### src/rtl/mand_solver_scheduler_if.sv
// mand_solver_scheduler_if: valid/ready pixel-write port from the scheduler to the colour mapper
// master: drives pix_valid, pix_address, pix_iter; samples pix_ready
// slave:  samples pix_valid, pix_address, pix_iter; drives pix_ready
interface mand_solver_scheduler_if;
  logic pix_valid;
  logic pix_ready;
  logic [31:0] pix_address;
  logic [31:0] pix_iter;
  modport master (output pix_valid, pix_address, pix_iter, input pix_ready);
  modport slave (input pix_valid, pix_address, pix_iter, output pix_ready);
endinterface

### src/rtl/mand_solver_scheduler.sv
// mand_solver_scheduler: shares NUM_SOLVERS Mandelbrot solvers across one VGA frame, serialising results to a pixel port
// clock/reset: single clock, synchronous active-high reset
// start: begin a frame while idle; busy: frame in progress; frame_done: one-cycle pulse after the last pixel
// solver_reset/job_load/job_x/job_y: per-slot job dispatch; solver_out_ready/solver_out: per-slot results
// pix (master): pixel write request with address VGA_BASE_ADDRESS + y*X_MAX + x and raw iteration count
// MAND_SCHED_AUTO_RESTART_EN: when defined, a finished frame restarts at (0,0) without a new start
module mand_solver_scheduler #(
  parameter int NUM_SOLVERS = 4,
  parameter logic [31:0] VGA_BASE_ADDRESS = 32'h0000_0000,
  parameter int X_MAX = 640,
  parameter int Y_MAX = 480
) (
  input  logic clock,
  input  logic reset,
  input  logic start,
  output logic [NUM_SOLVERS-1:0] solver_reset,
  output logic [NUM_SOLVERS-1:0] job_load,
  output logic [9:0] job_x,
  output logic [9:0] job_y,
  input  logic [NUM_SOLVERS-1:0] solver_out_ready,
  input  logic [32*NUM_SOLVERS-1:0] solver_out,
  mand_solver_scheduler_if.master pix,
  output logic frame_done,
  output logic busy
);
  localparam int PW = NUM_SOLVERS > 1 ? $clog2(NUM_SOLVERS) : 1;
  typedef enum logic [1:0] {IDLE, RUN, DONE} slot_t;
  slot_t st [NUM_SOLVERS];
  slot_t st_nx [NUM_SOLVERS];
  logic [9:0] sx [NUM_SOLVERS];
  logic [9:0] sy [NUM_SOLVERS];
  logic [31:0] sres [NUM_SOLVERS];
  logic [9:0] rx, ry;
  logic pending;
  logic [PW-1:0] dptr, optr, osel;
  logic [NUM_SOLVERS-1:0] idle_m, done_m, left_m;
  logic [PW:0] dpick, opick;
  logic hs, disp, last_col, last_pix, frame_end;
  // first set bit of m at or after p, circularly; MSB flags that one was found
  function automatic logic [PW:0] pick(input logic [NUM_SOLVERS-1:0] m, input logic [PW-1:0] p);
    int j;
    pick = '0;
    for (int k = NUM_SOLVERS - 1; k >= 0; k--) begin
      j = int'(p) + k;
      if (j >= NUM_SOLVERS) j -= NUM_SOLVERS;
      if (m[j]) pick = {1'b1, PW'(j)};
    end
  endfunction
  function automatic logic [PW-1:0] nxt(input logic [PW-1:0] s);
    nxt = int'(s) == NUM_SOLVERS - 1 ? '0 : s + 1'b1;
  endfunction
  always_comb begin
    hs = pix.pix_valid && pix.pix_ready;
    for (int i = 0; i < NUM_SOLVERS; i++) begin
      idle_m[i] = st[i] == IDLE;
      // the slot on the pixel port stays DONE until its handshake but must not be picked again
      done_m[i] = st[i] == DONE && !(pix.pix_valid && PW'(i) == osel);
      left_m[i] = st[i] != IDLE && !(hs && PW'(i) == osel);
      solver_reset[i] = st[i] != RUN;
    end
    dpick = pick(idle_m, dptr);
    opick = pick(done_m, optr);
    disp = busy && pending && dpick[PW];
    last_col = int'(rx) == X_MAX - 1;
    last_pix = last_col && int'(ry) == Y_MAX - 1;
    frame_end = busy && !pending && hs && left_m == '0;
    for (int i = 0; i < NUM_SOLVERS; i++) begin
      st_nx[i] = st[i];
      if (st[i] == RUN && solver_out_ready[i]) st_nx[i] = DONE;
      if (hs && PW'(i) == osel) st_nx[i] = IDLE;
      if (disp && PW'(i) == dpick[PW-1:0]) st_nx[i] = RUN;
    end
  end
  always_ff @(posedge clock) begin
    if (reset) begin
      st <= '{default: IDLE};
      busy <= 1'b0;
      pending <= 1'b0;
      rx <= '0;
      ry <= '0;
      dptr <= '0;
      optr <= '0;
      osel <= '0;
      job_load <= '0;
      job_x <= '0;
      job_y <= '0;
      pix.pix_valid <= 1'b0;
      pix.pix_address <= '0;
      pix.pix_iter <= '0;
      frame_done <= 1'b0;
    end else begin
      st <= st_nx;
      frame_done <= frame_end;
      job_load <= '0;
      if (!busy && start) begin
        busy <= 1'b1;
        pending <= 1'b1;
        rx <= '0;
        ry <= '0;
      end
      if (disp) begin
        job_load[dpick[PW-1:0]] <= 1'b1;
        job_x <= rx;
        job_y <= ry;
        sx[dpick[PW-1:0]] <= rx;
        sy[dpick[PW-1:0]] <= ry;
        dptr <= nxt(dpick[PW-1:0]);
        rx <= last_col ? '0 : rx + 10'd1;
        ry <= last_col ? ry + 10'd1 : ry;
        if (last_pix) pending <= 1'b0;
      end
      for (int i = 0; i < NUM_SOLVERS; i++)
        if (st[i] == RUN && solver_out_ready[i]) sres[i] <= solver_out[32*i +: 32];
      if (hs) pix.pix_valid <= 1'b0;
      if ((!pix.pix_valid || hs) && opick[PW]) begin
        pix.pix_valid <= 1'b1;
        pix.pix_address <= VGA_BASE_ADDRESS + 32'(sy[opick[PW-1:0]]) * 32'(X_MAX) + 32'(sx[opick[PW-1:0]]);
        pix.pix_iter <= sres[opick[PW-1:0]];
        osel <= opick[PW-1:0];
        optr <= nxt(opick[PW-1:0]);
      end
      if (frame_end) begin
`ifdef MAND_SCHED_AUTO_RESTART_EN
        pending <= 1'b1;
        rx <= '0;
        ry <= '0;
`else
        busy <= 1'b0;
`endif
      end
    end
  end
endmodule

### src/flat_wrapper.sv
// flat-port wrapper written by rule: the top's interface ports become plain ports
module mand_solver_scheduler_flat 
#(
  parameter int NUM_SOLVERS = 4,
  parameter logic [31:0] VGA_BASE_ADDRESS = 32'h0000_0000,
  parameter int X_MAX = 640,
  parameter int Y_MAX = 480
)
  (clock, reset, start, solver_reset, job_load, job_x, job_y, solver_out_ready, solver_out, frame_done, busy, pix_pix_valid, pix_pix_address, pix_pix_iter, pix_pix_ready);
  mand_solver_scheduler_if pix_i ();
  input  logic clock;
  input  logic reset;
  input  logic start;
  output logic [NUM_SOLVERS-1:0] solver_reset;
  output logic [NUM_SOLVERS-1:0] job_load;
  output logic [9:0] job_x;
  output logic [9:0] job_y;
  input  logic [NUM_SOLVERS-1:0] solver_out_ready;
  input  logic [32*NUM_SOLVERS-1:0] solver_out;
  output logic frame_done;
  output logic busy;
  output wire logic [$bits(pix_i.pix_valid)-1:0] pix_pix_valid;
  output wire logic [$bits(pix_i.pix_address)-1:0] pix_pix_address;
  output wire logic [$bits(pix_i.pix_iter)-1:0] pix_pix_iter;
  input wire logic [$bits(pix_i.pix_ready)-1:0] pix_pix_ready;
  assign pix_pix_valid = pix_i.pix_valid;
  assign pix_pix_address = pix_i.pix_address;
  assign pix_pix_iter = pix_i.pix_iter;
  assign pix_i.pix_ready = pix_pix_ready;
  mand_solver_scheduler #(.NUM_SOLVERS(NUM_SOLVERS), .VGA_BASE_ADDRESS(VGA_BASE_ADDRESS), .X_MAX(X_MAX), .Y_MAX(Y_MAX)) u_core (.clock(clock), .reset(reset), .start(start), .solver_reset(solver_reset), .job_load(job_load), .job_x(job_x), .job_y(job_y), .solver_out_ready(solver_out_ready), .solver_out(solver_out), .pix(pix_i), .frame_done(frame_done), .busy(busy));
endmodule
### config.mk
export PLATFORM = sky130hd
export DESIGN_NAME = mand_solver_scheduler_flat
export DESIGN_NICKNAME = d
export VERILOG_FILES = /design/src/rtl/mand_solver_scheduler_if.sv /design/src/rtl/mand_solver_scheduler.sv /design/src/flat_wrapper.sv
export SDC_FILE = /design/constraint.sdc
export NUM_CORES = 1
export LEC_CHECK = 0
export BUFFER_PORTS_ARGS = -buffer_cell sky130_fd_sc_hd__buf_4
export CORE_MARGIN = 10
export CORE_UTILIZATION = 45
export CTS_CLUSTER_SIZE = 40
export DETAILED_ROUTE_END_ITERATION = 8
export GPL_ROUTABILITY_DRIVEN = 0
export PLACE_DENSITY = 0.73
export SKIP_CTS_REPAIR_TIMING = 1
export SLEW_MARGIN = 20
export SYNTH_ARGS = -nofsm -noshare
export SYNTH_HDL_FRONTEND = slang
export SYNTH_SLANG_ARGS = --single-unit
### constraint.sdc
create_clock -name clock -period 5.77 [get_ports clock]
set_clock_uncertainty 0.15 [all_clocks]
set_input_delay 1.154 -clock clock [delete_from_list [all_inputs] [get_ports clock]]
set_output_delay 1.154 -clock clock [all_outputs]
set_load 0.03 [all_outputs]
==> metrics.txt, run 1 <==
Synth top cells by count=nand2_1 (314), edfxtp_1 (208), nand3_1 (128); area leader, netlist=edfxtp_1; Critical Path Fanout Max=18; Design Area, Final=16,400 µm²; remaining global-route overflow=0; Synth Flop Type=edfxtp_1; Die Width=192 µm; crit share post-route=0.903; Die Span Y=roughly 190 µm; routed wire length=35.0 mm; Mapped Cells=1,234; vias in the first global route=9,671; total I/O pin count=231; global-route wire length before repair=54.1 mm; H-Tree Depth=2; YS warnings=0; Final setup viols=0; DRC=0; Final TNS setup=0 ns; Hold EP=u_core.pix.pix_iter[9]; crit path DAT=5.43 ns; Hold Path Origin=u_core.pix.pix_iter[9]; most common cell in the netlist=nand2_1; largest net degree at the start of global routing=83; FP Rows=62; worst-case vdd ir drop=206 µV; PwrDens=307 nW/µm²; initial core utilization=0.459; root buffer cell=clkbuf_16; worst skew pair latency=0.52 ns; Synth top area share=0.472; GRT Total Usage=0.186; vias per cell=roughly 5.3; max-cap violation count=0; drt first pass iters=5; Reg2Reg Capture Point=u_core.pix.pix_address[18]; Post-Syn Area=13,200 µm²; R2R depth=17; Die Footprint=36,700 µm²; fin nets=about 1.6k; Cell Area, Placed=15,200 µm²; TritonCTS clock tree=built; synthesized area per cell=10.7 µm²; clock sink total=323; Peak Freq=roughly 190 MHz; Detailed Route Iter0 Violations=754; P&R area growth vs syn=23.8%; Hold Path Class=reg -> reg; CP Class=reg -> reg; CP endpoint kind=flip-flop; Hold Crit Depth=2; Final ANT Viol Nets=0; R2R setup slack=0.56 ns; r2r startpoint=u_core.osel[0]; main area contributors after synthesis=edfxtp_1 (47%), dfxtp_1 (17%), nand2_1 (8.9%); core area=28,900 µm²; DR WL/cell=18.9 µm; outcome=complete, no violations; critical path required time=5.99 ns; Clock Path Buffers=3; number of synthesized flops with an enable pin=208; initial antenna violation count=0; Distinct cells, synth=61; Max Slew Vio Count=0; Post-synth ARST share=0; Final Hold Viols=0; Antenna diodes=0; worst slew pin tran=0.922 ns; Critical Path Source Type=flip-flop; routed vias=9,823; Port-buffer cells=about 220; Synth Register Bits=323; clock-pin slew on the worst setup and hold paths=0.06 ns; RSZ-0062 raised after global routing=no; slew margin rel.=0.385; sequential element share of the synthesized area=0.646; dpl hpwl=23.1 mm; Pleak=0.00619 µW; ratio of cells with drive above 1 in the final layout=0.218; Num CTS Buffers=36; Final min period=5.21 ns
==> kinds of logic (layout without fill, tap and decap cells) <==
| logic type | Yosys count | after routing | share of synthesized area |
|---|---|---|---|
| simple gates | 594 | 594 | 0.199 |
| flops | 323 | 323 | 0.646 |
| compound gates | 178 | 178 | 0.0838 |
| buf+inv | 89 | 310 | 0.0298 |
| xor+xnor | 24 | 24 | 0.0164 |
| fa+ha+maj | 21 | 21 | 0.0210 |
| mux | 4 | 4 | 0.00397 |
| other cells | 1 | 11 | 0.000283 |
==> where the power goes <==
part / switching, µW / internal, µW
Clock: 923 / 1310
Combinational: 177 / 143
Sequential: 12.1 / 2470
==> how the worst max path moves through the flow <==
stage               cells after the start                 start                         end  slack (ns)
finish                                 17        u_core.osel[0]  u_core.pix.pix_address[18]        0.56
CTS                                    17        u_core.osel[1]  u_core.pix.pix_address[18]        0.60
global route                           17        u_core.osel[0]  u_core.pix.pix_address[18]         0.1
floorplan                              19  u_core.pix.pix_valid  u_core.pix.pix_address[18]        0.82
detailed placement                     17        u_core.osel[0]  u_core.pix.pix_address[18]        0.62
global placement                       17        u_core.osel[0]  u_core.pix.pix_address[18]        0.76
==> placed cells by master, fill, tap and decap left out, drive strengths merged, types with 14 or more instances in the layout <==
master  synthesis  layout
nor2           58      58
clkbuf         45      45
a31oi          14      14
ha             19      19
nor3           17      17
nand3         128     128
and3           15      15
o21ai          20      20
inv            11      14
a21oi          93      93
edfxtp        208     208
and2           17      17
buf            33     233
a211oi         15      15
clkinv          0      16
dfxtp         115     115
xor2           15      15
nand2         314     314
==> worst max-delay path, stage by stage (launching register included) <==
cell,delay (ns)
dfxtp_1,0.54
and2b_4,0.26
a21oi_2,0.25
a22oi_1,0.18
a31oi_4,0.50
nand2_1,0.12
and3_1,0.19
a31oi_1,0.26
ha_1,0.33
ha_1,0.33
a211oi_1,0.27
nor2_1,0.11
o31ai_1,0.28
o311ai_1,0.22
a2111oi_0,0.61
and3b_1,0.26
xnor2_1,0.13
a211oi_2,0.08
==> through the flow <==
step / setup slack (ns) / hold WS, ns / util / std cells / total power (µW)
2_1_floorplan: 0.824 / 0.323 / - / 1244 / 2720
3_3_place_gp: 0.764 / 0.290 / 0.526 / 1782 / 2840
3_5_place_dp: 0.618 / 0.297 / 0.527 / 1783 / 2850
4_1_cts: 0.599 / 0.305 / 0.568 / 1849 / 5070
5_1_grt: 0.0997 / 0.320 / 0.568 / 1849 / 5190
6_report: 0.560 / 0.302 / 0.568 / 1849 / 5040
==> routing by layer <==
metal / up-vias / share of wire / global-route usage
met3: 53 / 0.070 / 0.0352
met5: - / 0 / 0
met4: 0 / 0.024 / 0.0559
li1: 4743 / - / -
met1: 4699 / 0.41 / 0.236
met2: 328 / 0.49 / 0.315
==> registers in the layout, indices dropped and copies added (netlist names) <==
signal and flops:
u_core.job_x 10, u_core.dptr 2, u_core.st 8, u_core.pix.pix_address 21, u_core.frame_done 1, u_core.pending 1, u_core.pix.pix_iter 32, u_core.osel 2
u_core.job_y 10, u_core.sy 40, u_core.job_load 4, u_core.pix.pix_valid 1, u_core.ry 10, u_core.sx 40, u_core.rx 10, u_core.sres 128
u_core.busy 1, u_core.optr 2
==> cell type report <==
type / count / area [µm²]
Sequential cell: 323 / 8550
Clock buffer: 45 / 985
Tap cell: 384 / 480
Timing Repair Buffer: 233 / 1760
Multi-Input combinational cell: 832 / 4380
Fill cell: 2423 / 12500
Clock inverter: 21 / 186
Inverter: 11 / 41.3
Note: power is estimated with default switching activity, not from simulation.
==> run 2, diff against run 1 <==
- CORE_MARGIN: 10 -> 2
- SETUP_SLACK_MARGIN: unset -> 0.2
==> run 2 against run 1 <==
Compared with the run above: sequential share of layout area grew 0.30 points; critical path depth is the same; core utilization shrank 0.33 points; sequential power is essentially flat; flip-flop and latch count is the same; fmax grew 2.8%; via count grew 0.33%; highest routed layer unchanged; non-clock buffer count grew 4.
==> metrics.txt, run 2 (same netlist as run 1, synthesis figures left out) <==
Reg area=8550 µm² (unchanged); Clock Path Buffers=3 (unchanged); crit path cell chain=nand3b_1, a32oi_1, a2111oi_4, a31o_4, nand2_1, and3_1, a31oi_1, ha_1, ha_1, a211oi_1, nor2_1, o31ai_1, o311ai_1, a2111oi_1, and3b_1, xnor2_1, a211oi_2 (was and2b_4, a21oi_2, a22oi_1, a31oi_4, nand2_1, and3_1, a31oi_1, ha_1, ha_1, a211oi_1, nor2_1, o31ai_1, o311ai_1, a2111oi_0, and3b_1, xnor2_1, a211oi_2); max-cap violation count=0 (unchanged); worst-case vdd ir drop=223 µV (was 206 µV); Pleak=0.00613 µW (was 0.00619 µW); utilization after layout=0.565 (was 0.568); Final TNS setup=0 ns (unchanged); routed wire length=33.3 mm (was 35.0 mm); delay of the slowest cell on the worst path=0.55 ns (was 0.61 ns); Critical-path top delay cell=a2111oi_1 (was a2111oi_0); FP Rows=62 (unchanged); Die Footprint=30,800 µm² (was 36,700 µm²); DRC=0 (unchanged); Port-buffer cells=219 (unchanged); fin nets=1,596 (was 1,594); Final setup viols=0 (unchanged); P&R area growth vs syn=23.1% (was 23.8%); sequential share of power=0.511 (was 0.492); Critical Path Source Type=flip-flop (unchanged); clock sink total=323 (unchanged); DR WL/cell=18.0 µm (was 18.9 µm); core area=28,900 µm² (unchanged); Final Hold Viols=0 (unchanged); initial core utilization=0.459 (unchanged); Max Slew Vio Count=0 (unchanged); largest net degree at the start of global routing=83 (unchanged); vias per cell=5.33 (was 5.31); crit path DAT=5.28 ns (was 5.43 ns); TritonCTS clock tree=built (unchanged); Final ANT Viol Nets=0 (unchanged); Die Span Y=176 µm (was 192 µm); critical path required time=5.98 ns (was 5.99 ns); Hold Path Class=reg -> reg (unchanged); CP endpoint kind=flip-flop (unchanged); Die Width=176 µm (was 192 µm); routed vias=9,855 (was 9,823); clock-pin slew on the worst setup and hold paths=0.06 ns (about the same); Final min period=5.07 ns (was 5.21 ns); most frequent cells in the layout=nand2_1 (313), buf_4 (237), edfxtp_1 (208) (was nand2_1 (313), buf_4 (232), edfxtp_1 (208)); Top reg by flops=u_core.sres (unchanged); slew margin rel.=0.360 (was 0.385); dpl hpwl=21.4 mm (was 23.1 mm); H-Tree Depth=2 (unchanged); global-route wire length before repair=51.7 mm (was 54.1 mm); PwrDens=298 nW/µm² (was 307 nW/µm²); drt first pass iters=6 (was 5); commonest non-fill, non-tap cell in the layout=nand2_1 (unchanged); worst skew pair latency=0.51 ns (was 0.52 ns); Peak Freq=197 MHz (was 192 MHz); Worst path most repeated cell=ha_1 (unchanged); Filler cells=2,454 (was 2,423); multi-input logic area=4390 µm² (was 4380 µm²); ratio of cells with drive above 1 in the final layout=0.212 (was 0.218); Design Area, Final=16,300 µm² (was 16,400 µm²); Worst Slack Setup Final=0.703 ns (was 0.560 ns); Num CTS Buffers=34 (was 36); Cell Area, Placed=15,200 µm² (about the same); RSZ-0062 raised after global routing=no (unchanged); switching share of power=0.222 (was 0.221); crit share post-route=0.878 (was 0.903); initial antenna violation count=1 (was 0); CP Class=reg -> reg (unchanged); total I/O pin count=231 (unchanged); Switch Pwr=1080 µW (was 1110 µW); Internal=3780 µW (was 3920 µW); Clock Power Share=0.424 (was 0.444); Comb power frac=0.065 (was 0.063); Detailed Route Iter0 Violations=718 (was 754); root buffer cell=clkbuf_16 (unchanged); Critical Path Fanout Max=30 (was 18); number of flip-flops in the largest register=128 (unchanged); worst slack at placement=0.411 ns (was 0.618 ns); remaining global-route overflow=0 (unchanged); outcome=complete, no violations (unchanged); worst slew pin tran=0.960 ns (was 0.922 ns); vias in the first global route=9,644 (was 9,671); GRT Total Usage=0.213 (was 0.186)
## run 2: worst paths after layout
| kind | startpoint | endpoint | slack, ns | depth (start not counted) |
|---|---|---|---|---|
| hold reg to reg | u_core.pix.pix_iter[11] | u_core.pix.pix_iter[11] | 0.30 | 2 |
| setup / recovery | u_core.osel[1] | u_core.pix.pix_address[18] | 0.70 | 17 |
| setup reg to reg | u_core.osel[1] | u_core.pix.pix_address[18] | 0.70 | 17 |
| hold / removal | u_core.pix.pix_iter[11] | u_core.pix.pix_iter[11] | 0.30 | 2 |
## run 2: power groups by stage
stage	clock network (µW)	registers (µW)	logic (µW)
after floorplan	0	2540	174
final	2060	2480	318
after global routing	2180	2480	349
after CTS	2090	2480	319
after global placement	0	2530	312
after detailed placement	0	2530	318
## run 2: routing by layer
layer | up-vias | part of all wire | GRT usage
met3 | 70 | 0.059 | 0.0333
met5 | - | 0 | 0
met4 | 0 | 0.033 | 0.0785
met1 | 4713 | 0.42 | 0.278
li1 | 4738 | - | -
met2 | 334 | 0.48 | 0.362
## run 2: final cells by class
type / instances / share of cell area
antenna: 1 / 0.000154
clock buffer: 45 / 0.0560
inverter: 11 / 0.00253
sequential: 323 / 0.525
tap: 384 / 0.0295
timing repair buffer: 237 / 0.109
clock inverter: 17 / 0.00837
multi-input combinational: 832 / 0.270
## run 2: stage by stage
stage,power (µW),cells,hold WS (ns)
after floorplan,2720,1244,0.323
after global placement,2840,1787,0.294
after detailed placement,2850,1787,0.298
after CTS,4890,1849,0.307
after global routing,5010,1850,0.319
final,4860,1850,0.304
## run 2: critical path, delay by kind of cell (launching register included)
family          cells  cell delay [ns]
fa+ha+maj           2             0.65
xor+xnor            1             0.13
compound gates      9             2.60
flops               1             0.51
simple gates        5             0.84
==> run 3, diff against run 2 <==
==> constraint.sdc (replaced) <==
create_clock -name clock -period 5.42 [get_ports clock]
set_clock_uncertainty 0.15 [all_clocks]
set_input_delay 0.542 -clock clock [delete_from_list [all_inputs] [get_ports clock]]
set_output_delay 0.542 -clock clock [all_outputs]
set_load 0.03 [all_outputs]
==> run 3 against run 2 <==
Compared with the run above: sequential share of layout area is 0.60 points lower; global-route usage is 0.055 points higher; worst hold slack worse by 0.27 ns; combinational power is 6.9% higher; flip-flop and latch count stayed put; largest cell class unchanged; largest power group unchanged; highest routed layer unchanged.
==> metrics.txt, run 3 (same netlist as run 1, synthesis figures left out) <==
Placed Instances=1,786 (was 1,787); max-cap violation count=0 (unchanged); remaining global-route overflow=0 (unchanged); Die Span Y=176 µm (unchanged); critical path required time=5.70 ns (was 5.98 ns); Final ANT Viol Nets=0 (unchanged); drt first pass iters=5 (was 6); worst skew pair latency=0.53 ns (was 0.51 ns); number of flip-flops in the largest register=128 (unchanged); commonest non-fill, non-tap cell in the layout=nand2_1 (unchanged); CP endpoint kind=flip-flop (unchanged); Port-buffer cells=219 (unchanged); total I/O pin count=231 (unchanged); Post-Layout Cell Count=1,852 (was 1,850); worst slew pin tran=0.912 ns (was 0.960 ns); clock-pin slew on the worst setup and hold paths=0.06 ns (about the same); Filler cells=2,476 (was 2,454); FP Rows=62 (unchanged); Antenna diodes=0 (was 1); Die Footprint=30,800 µm² (unchanged); Worst path most repeated cell=a211oi_1 (was ha_1); power consumption=5500 µW (was 4860 µW); PwrDens=333 nW/µm² (was 298 nW/µm²); Peak Freq=210 MHz (was 197 MHz); most frequent cells in the layout=nand2_1 (313), buf_4 (236), edfxtp_1 (208) (was nand2_1 (313), buf_4 (237), edfxtp_1 (208)); R2R setup slack=0.65 ns (was 0.70 ns); largest net degree at the start of global routing=67 (was 83); P&R area growth vs syn=24.5% (was 23.1%); DR WL/cell=17.8 µm (was 18.0 µm); DRC=0 (unchanged); multi-input logic area=4410 µm² (was 4390 µm²); Die Width=176 µm (unchanged); RSZ-0062 raised after global routing=no (unchanged); TritonCTS clock tree=built (unchanged); H-Tree Depth=2 (unchanged); Final TNS setup=0 ns (unchanged); initial antenna violation count=0 (was 1); clock sink total=323 (unchanged); Critical-path top delay cell=fa_1 (was a2111oi_1); routed wire length=33.0 mm (was 33.3 mm); Top reg by flops=u_core.sres (unchanged); routed vias=9,863 (was 9,855); Hold Path Class=in -> reg (was reg -> reg); Final Hold Viols=0 (unchanged); Pleak=0.00624 µW (was 0.00613 µW); Reg area=8550 µm² (about the same); global-route wire length before repair=51.9 mm (was 51.7 mm); root buffer cell=clkbuf_16 (unchanged); vias per cell=5.33 (about the same); dpl hpwl=21.0 mm (was 21.4 mm); delay of the slowest cell on the worst path=0.44 ns (was 0.55 ns); crit share post-route=0.879 (was 0.878); ratio of cells with drive above 1 in the final layout=0.221 (was 0.212); r2r startpoint=u_core.osel[0] (was u_core.osel[1]); Final setup viols=0 (unchanged); worst-case vdd ir drop=270 µV (was 223 µV); Critical path buffers and inverters=1 (was 0); vias in the first global route=9,527 (was 9,644); CP Class=reg -> reg (unchanged); Detailed Route Iter0 Violations=775 (was 718); GRT Total Usage=0.214 (was 0.213); Clock Path Buffers=3 (unchanged); Num CTS Buffers=36 (was 34); slew margin rel.=0.391 (was 0.360); Final min period=4.77 ns (was 5.07 ns); Top delay family on crit path=compound AO/OA/AOI/OAI gates (unchanged); fin nets=1,597 (was 1,596); Max Slew Vio Count=0 (unchanged); initial core utilization=0.459 (unchanged); Critical Path Source Type=flip-flop (unchanged); outcome=complete, no violations (unchanged); Critical Path Fanout Max=11 (was 30); crit path DAT=5.05 ns (was 5.28 ns); core area=28,900 µm² (unchanged); Hold Path Origin=solver_out[49] (was u_core.pix.pix_iter[11]); crit path cell chain=and2b_4, a21oi_2, a22oi_1, a31oi_4, buf_4, nand2_1, and3_1, a31oi_1, xor2_1, ha_1, fa_1, a211oi_1, nor2_1, o21a_1, o41ai_1, xnor2_2, a32oi_1, a211oi_1 (was nand3b_1, a32oi_1, a2111oi_4, a31o_4, nand2_1, and3_1, a31oi_1, ha_1, ha_1, a211oi_1, nor2_1, o31ai_1, o311ai_1, a2111oi_1, and3b_1, xnor2_1, a211oi_2); Worst setup startpoint=u_core.osel[0] (was u_core.osel[1])
## run 3: cell count changes in the layout (fill, tap and decap cells not counted), moves of 2 or more
cell and change:
and2_1 -3, bufinv_16 +4, clkinv_2 +4, dfxtp_1 -3
dfxtp_2 +3, clkbuf_16 +3, clkinv_1 -2, and2_2 +3
clkinvlp_4 -3
## run 3: per-layer routing
layer / track usage / routed length, µm / vias up
li1: - / - / 4744
met1: 0.278 / 13700 / 4682
met2: 0.362 / 16200 / 369
met3: 0.0398 / 2200 / 68
met4: 0.0696 / 938 / 0
met5: 0 / 0 / -
## run 3: cell type report
type | instances | share of cell area
Inverter | 11 | 0.00250
Multi-Input combinational cell | 832 | 0.267
Sequential cell | 323 | 0.519
Clock buffer | 46 | 0.0588
Timing Repair Buffer | 236 | 0.107
Clock inverter | 20 | 0.0161
Tap cell | 384 | 0.0291
## run 3: where the power goes
| group | internal (µW) | total (µW) | leakage, µW | switching, µW |
|---|---|---|---|---|
| logic | 152 | 340 | 0.00281 | 188 |
| registers | 2630 | 2640 | 0.00282 | 13.3 |
| clock network | 1520 | 2520 | 0.000604 | 991 |
| total | 4300 | 5500 | 0.00624 | 1190 |
## run 3: worst paths after layout
path | to | cells past startpoint
setup / recovery | u_core.pix.pix_address[19] | 18
hold / removal | u_core.sres[1][17] | 1
setup reg to reg | u_core.pix.pix_address[19] | 18
hold reg to reg | u_core.pix.pix_address[9] | 2
## run 3: metrics by stage
step                 util  hold WS (ns)  setup slack [ns]  area (µm²)
floorplan               -         0.323             0.474       13300
CTS                 0.570        0.0127             0.265       16500
detailed placement  0.528         0.296             0.320       15200
global placement    0.527         0.293             0.434       15200
finish              0.571        0.0315             0.654       16500
global route        0.571        0.0106             0.207       16500
